==> config.mk <==
export PLATFORM = sky130hd
export DESIGN_NAME = iter_multiplier_flat
export DESIGN_NICKNAME = d
export VERILOG_FILES = /design/src/rtl/iter_multiplier_if.sv /design/src/rtl/iter_multiplier.sv /design/src/flat_wrapper.sv
export SDC_FILE = /design/constraint.sdc
export NUM_CORES = 1
export LEC_CHECK = 0
export CAP_MARGIN = 5
export CORE_ASPECT_RATIO = 1.2
export CORE_MARGIN = 2
export CORE_UTILIZATION = 50
export CTS_CLUSTER_DIAMETER = 200
export DETAILED_ROUTE_END_ITERATION = 10
export PLACE_DENSITY_LB_ADDON = 0.08
export SYNTH_ARGS = -nofsm -noshare
export SYNTH_HDL_FRONTEND = slang
export SYNTH_SLANG_ARGS = --single-unit
export TNS_END_PERCENT = 30
==> constraint.sdc <==
create_clock -name clk -period 13 [get_ports clk]
set_input_delay 3.9 -clock clk [delete_from_list [all_inputs] [get_ports clk]]
set_output_delay 3.9 -clock clk [all_outputs]
set_load 0.02 [all_outputs]
==> src/rtl/iter_multiplier_if.sv <==
`default_nettype none
// ============================================================================
// Module      : iter_multiplier_if
// Description : Request/result bundle between the LEGv8 control path and the
//               iterative multiplier (operands in, register-file write out).
// Revision    : 1.0 - initial release
// ============================================================================
interface iter_multiplier_if #(
    parameter int WIDTH = 64
);
    logic             Start;
    logic             Mode;
    logic [WIDTH-1:0] OpA;
    logic [WIDTH-1:0] OpB;
    logic [4:0]       DestIn;
    logic             Busy;
    logic             Done;
    logic [WIDTH-1:0] WriteData;
    logic [4:0]       WriteRegister;
    logic             RegWrite;

    // Requester side: issues operations, observes completion.
    modport master (
        output Start, Mode, OpA, OpB, DestIn,
        input  Busy, Done, WriteData, WriteRegister, RegWrite
    );

    // Multiplier side.
    modport slave (
        input  Start, Mode, OpA, OpB, DestIn,
        output Busy, Done, WriteData, WriteRegister, RegWrite
    );
endinterface
`default_nettype wire

==> src/rtl/iter_multiplier.sv <==
`default_nettype none
// ============================================================================
// Module      : iter_multiplier
// Description : Radix-2 shift-add 64x64 multiplier with fixed latency.
//               Returns the low half (MUL) or unsigned high half (UMULH) of
//               the product as a register-file write.
// Revision    : 1.0 - initial release
// ============================================================================
module iter_multiplier #(
    parameter int WIDTH = 64,
    parameter int STEPS = 64
) (
    input  wire               clk,
    input  wire               reset,
    iter_multiplier_if.slave  bus
);
    localparam int c_CNT_W = $clog2(STEPS);
    localparam logic [c_CNT_W-1:0] c_LAST = c_CNT_W'(STEPS - 1);

    localparam logic [1:0] c_ST_IDLE = 2'd0;
    localparam logic [1:0] c_ST_RUN  = 2'd1;
    localparam logic [1:0] c_ST_DONE = 2'd2;

    logic [1:0]         r_state;
    logic               r_busy;
    logic               r_done;
    logic               r_mode;
    logic [4:0]         r_dest;
    logic [WIDTH-1:0]   r_hi;
    logic [WIDTH-1:0]   r_lo;
    logic [WIDTH-1:0]   r_a;
    logic [c_CNT_W-1:0] r_cnt;
    logic [WIDTH-1:0]   r_wdata;
    logic [4:0]         r_wreg;

    logic [WIDTH:0]     w_sum;
    logic [WIDTH-1:0]   w_nextHi;
    logic [WIDTH-1:0]   w_nextLo;

    // One shift-add step: add the multiplicand when the current multiplier
    // bit is set, then shift the 129-bit {carry,Hi,Lo} right by one.
    always_comb begin
        w_sum    = {1'b0, r_hi} + (r_lo[0] ? {1'b0, r_a} : '0);
        w_nextHi = w_sum[WIDTH:1];
        w_nextLo = {w_sum[0], r_lo[WIDTH-1:1]};
    end

    // Control FSM with datapath registers and registered outputs.
    always_ff @(posedge clk or posedge reset) begin
        if (reset) begin
            r_state <= c_ST_IDLE;
            r_busy  <= 1'b0;
            r_done  <= 1'b0;
            r_mode  <= 1'b0;
            r_dest  <= '0;
            r_hi    <= '0;
            r_lo    <= '0;
            r_a     <= '0;
            r_cnt   <= '0;
            r_wdata <= '0;
            r_wreg  <= '0;
        end else begin
            case (r_state)
                c_ST_IDLE: begin
                    if (bus.Start) begin
                        r_mode  <= bus.Mode;
                        r_dest  <= bus.DestIn;
                        r_hi    <= '0;
                        r_lo    <= bus.OpB;
                        r_a     <= bus.OpA;
                        r_cnt   <= '0;
                        r_busy  <= 1'b1;
                        r_state <= c_ST_RUN;
                    end
                end
                c_ST_RUN: begin
                    r_hi  <= w_nextHi;
                    r_lo  <= w_nextLo;
                    r_cnt <= r_cnt + c_CNT_W'(1);
                    // Final step: publish straight from the step result so
                    // WriteData is valid during the Done cycle.
                    if (r_cnt == c_LAST) begin
                        r_wdata <= r_mode ? w_nextHi : w_nextLo;
                        r_wreg  <= r_dest;
                        r_busy  <= 1'b0;
                        r_done  <= 1'b1;
                        r_state <= c_ST_DONE;
                    end
                end
                c_ST_DONE: begin
                    r_done  <= 1'b0;
                    r_state <= c_ST_IDLE;
                end
                default: begin
                    r_busy  <= 1'b0;
                    r_done  <= 1'b0;
                    r_state <= c_ST_IDLE;
                end
            endcase
        end
    end

    assign bus.Busy          = r_busy;
    assign bus.Done          = r_done;
    assign bus.RegWrite      = r_done;
    assign bus.WriteData     = r_wdata;
    assign bus.WriteRegister = r_wreg;
endmodule
`default_nettype wire

==> src/flat_wrapper.sv <==
// flat-port wrapper written by rule: the top's interface ports become plain ports
module iter_multiplier_flat 
#(
    parameter int WIDTH = 64,
    parameter int STEPS = 64
)
  (clk, reset, bus_Start, bus_Mode, bus_OpA, bus_OpB, bus_DestIn, bus_Busy, bus_Done, bus_WriteData, bus_WriteRegister, bus_RegWrite);
  iter_multiplier_if #(.WIDTH(WIDTH)) bus_i ();
  input  wire clk;
  input  wire reset;
  input wire logic [$bits(bus_i.Start)-1:0] bus_Start;
  input wire logic [$bits(bus_i.Mode)-1:0] bus_Mode;
  input wire logic [$bits(bus_i.OpA)-1:0] bus_OpA;
  input wire logic [$bits(bus_i.OpB)-1:0] bus_OpB;
  input wire logic [$bits(bus_i.DestIn)-1:0] bus_DestIn;
  output wire logic [$bits(bus_i.Busy)-1:0] bus_Busy;
  output wire logic [$bits(bus_i.Done)-1:0] bus_Done;
  output wire logic [$bits(bus_i.WriteData)-1:0] bus_WriteData;
  output wire logic [$bits(bus_i.WriteRegister)-1:0] bus_WriteRegister;
  output wire logic [$bits(bus_i.RegWrite)-1:0] bus_RegWrite;
  assign bus_i.Start = bus_Start;
  assign bus_i.Mode = bus_Mode;
  assign bus_i.OpA = bus_OpA;
  assign bus_i.OpB = bus_OpB;
  assign bus_i.DestIn = bus_DestIn;
  assign bus_Busy = bus_i.Busy;
  assign bus_Done = bus_i.Done;
  assign bus_WriteData = bus_i.WriteData;
  assign bus_WriteRegister = bus_i.WriteRegister;
  assign bus_RegWrite = bus_i.RegWrite;
  iter_multiplier #(.WIDTH(WIDTH), .STEPS(STEPS)) u_core (.clk(clk), .reset(reset), .bus(bus_i));
endmodule
==> flow_metrics.env <==
export IMPL_status="finished with violations"
export IMPL_failed_checks="design-rule violations"
export IMPL_hold_buffers=0
export IMPL_grt_ovfl_total=0
export IMPL_drt_initial_drc_count=963
export IMPL_ys_ff_latch=277
export IMPL_synth_warnings=0
export IMPL_cts_buffer_depth=3
export IMPL_finalCriticalPeriod_ns=6.03
export IMPL_async_reset_ff_share_pct=100
export IMPL_slowest_stage="nor2b_4"
export IMPL_io_buffers=208
export IMPL_fp_dieW_um=167
export IMPL_power_leakage_uw=0.00896
export IMPL_vias_per_cell=5.79
export IMPL_finalHoldViolations=0
export IMPL_yosys_top_cells_area="dfrtp_1, nand2_1, o21ai_0"
export IMPL_power_density_nw_per_um2=199
export IMPL_area_growth_pct=19.9
export IMPL_gp_congestion=0.919
export IMPL_worst_pin_slew_ns=1.17
export IMPL_required_ns=13.48
export IMPL_arrival_ns=6.50
export IMPL_fmax_mhz=166
export IMPL_grt_busiest_layer="met2"
export IMPL_drc_errors=10
export IMPL_final_cells=2382
export IMPL_syn_avg_cell_area_um2=8.75
export IMPL_timing_critical_path_to_type="flop"
export IMPL_hpwl_um=32600
export IMPL_clock_sinks=277
export IMPL_synth_edf_count=0
export IMPL_cts_inserted_buffers=29
export IMPL_vias=13800
export IMPL_hold_path_class="flop to flop"
export IMPL_clock_latency_ns=0.56
export IMPL_cts_resized_gates=0
export IMPL_n_antenna_cell=0
export IMPL_critPathMaxStageDelay_ns=0.79
export IMPL_finalCoreUtilization_pct=61.1
export IMPL_rsz0062_at_grt="no"
export IMPL_num_nets_final=2162
export IMPL_grt_max_degree=139
export IMPL_io_pins=209
export IMPL_worstPathCellList="buf_2 > nor2b_2 > nor2b_4 > buf_4 > nand2_1 > nand2_1"
export IMPL_drive_gt1_share_pct=4.44
export IMPL_cts_root_buf="clkbuf_16"
export IMPL_htreeDepth=1
export IMPL_clk_pin_slew_ns=0.06
export IMPL_drt_first_pass_iters=10
export IMPL_cp_common_cell="nand2_1"
export IMPL_path_buf_inv=2
export IMPL_ys_seq_area_share_pct=43.3
export IMPL_cp_max_fo=39
export IMPL_setup_viol=0
export IMPL_wirelength_um=46700
export IMPL_ant_nets=0
export IMPL_synth_cell_types=69
export IMPL_netlist_area_um2=16000
export IMPL_cp_start_kind="input port"
export IMPL_die_area_um2=33500
export IMPL_crit_type="input port to flop"
export IMPL_maxCapViolations=0
export IMPL_num_rows=71
export IMPL_antenna_found_initial=0
export IMPL_period_share_pct=46.4
export IMPL_coreArea_um2=31400
export IMPL_cp_top_family="simple AND/OR/NAND/NOR gates"
export IMPL_synth_largest_area_cell="dfrtp_1"
export IMPL_grtUsageMet2_pct=49.1
export IMPL_post_drt_wl_per_cell_um=19.6
export IMPL_start_util_pct=50.9
export IMPL_worst_ir_drop_vdd_mv=0.106
export IMPL_post_cts_buffers=0
export IMPL_yosysTopAreaCellShare_pct=43.3
export IMPL_setup_tns_ns=0
export IMPL_dp_cells=2329
export IMPL_gr_usage_met1_pct=37.2
export IMPL_synth_cells=1830
export IMPL_fp_dieH_um=200
export IMPL_first_global_vias=13900
export IMPL_slew_headroom_pct=22.0
export IMPL_slew_violations=0
export IMPL_skew_ns=0.0295
export IMPL_cts_tree="yes"
export IMPL_synth_fp_nets=2033
export IMPL_synth_ff_type="dfrtp_1"
export IMPL_grtUsageTotal_pct=27.9
export IMPL_use_met3_pct=2.70
export IMPL_grt_pass1_wl_um=75500
final timing paths:
| kind | startpoint | endpoint | slack [ns] | cells past startpoint |
|---|---|---|---|---|
| max in group asynchronous | reset | u_core.r_mode | 7.39 | 3 |
| setup reg to reg | u_core.r_lo[0] | u_core.bus.WriteData[49] | 8.18 | 14 |
| min in group asynchronous | reset | u_core.r_lo[6] | 3.95 | 2 |
| hold / removal | u_core.r_a[61] | u_core.r_a[61] | 0.47 | 2 |
| setup / recovery | bus_Start | u_core.r_a[21] | 6.97 | 6 |
| hold reg to reg | u_core.r_a[61] | u_core.r_a[61] | 0.47 | 2 |
flip-flops by register name, summed over array words and instances, names as in the netlist, 2 cells and up:
| name | cells |
|---|---|
| u_core.r_dest | 5 |
| u_core.r_state | 2 |
| u_core.r_hi | 64 |
| u_core.r_a | 64 |
| u_core.bus.WriteData | 64 |
| u_core.r_cnt | 6 |
| u_core.bus.WriteRegister | 5 |
| u_core.r_lo | 64 |
cell families after synthesis:
logic type | count (synthesis) | share of synthesized area (%)
xor gates and xnor gates | 63 | 3.45
buffers and inverters | 148 | 3.58
DFF | 277 | 43.3
adders and majority gates | 66 | 5.20
muxes | 55 | 3.52
and+or+nand+nor | 702 | 21.0
AOI/OAI and AO/OA | 519 | 20.0
through the flow:
stage	hold WS (ns)	total power [uW]	worst slack [ns]	area [um^2]
6_report	0.467	3810	6.97	19200
5_1_grt	0.486	4070	6.83	19200
4_1_cts	0.470	3830	7.02	19200
3_5_place_dp	0.454	2990	6.48	18300
3_3_place_gp	0.452	2960	6.62	18300
2_1_floorplan	0.437	2460	1.46	16000
synth_stat cells (40+ instances only):
cell type  instances
nand2_1          408
dfrtp_1          277
o21ai_0          177
a21oi_1          154
clkbuf_1         102
and2_1            66
ha_1              65
a22o_1            49
mux2i_1           48
nor2_1            47
xnor2_1           43
and3b_1           40
tightest hold or removal path, cell delays in order (launching register included):
cell	delay [ns]
dfrtp_1	0.34
nand2_1	0.05
nand2_1	0.05
per-layer routing:
metal,share of wire (%),up-vias
li1,-,6609
met1,44,6717
met2,50,394
met3,4.4,69
met4,2.3,0
met5,0,-
cell type report:
type	count	area, um^2
clock inverter	11	116
timing repair buffer	223	2190
clock buffer	42	815
multi-input combinational	1405	8550
inverter	23	93.8
fill	2749	12200
tap	401	502
sequential	277	6940
cell usage in the layout, fill, tap and decap left out, types with 43 or more instances in the layout:
cell type          n
nand2_1          407
dfrtp_1          274
clkdlybuf4s50_1  207
o21ai_0          177
a21oi_1          154
and2_1            66
ha_1              65
a22o_1            49
mux2i_1           48
nor2_1            47
xnor2_1           43
report_power, final:
group          internal [uW]  switching [uW]
Sequential              1160             225
Combinational            702             897
Clock                    474             352
Total                   2340            1470
Power figures use the tool's default switching activity.
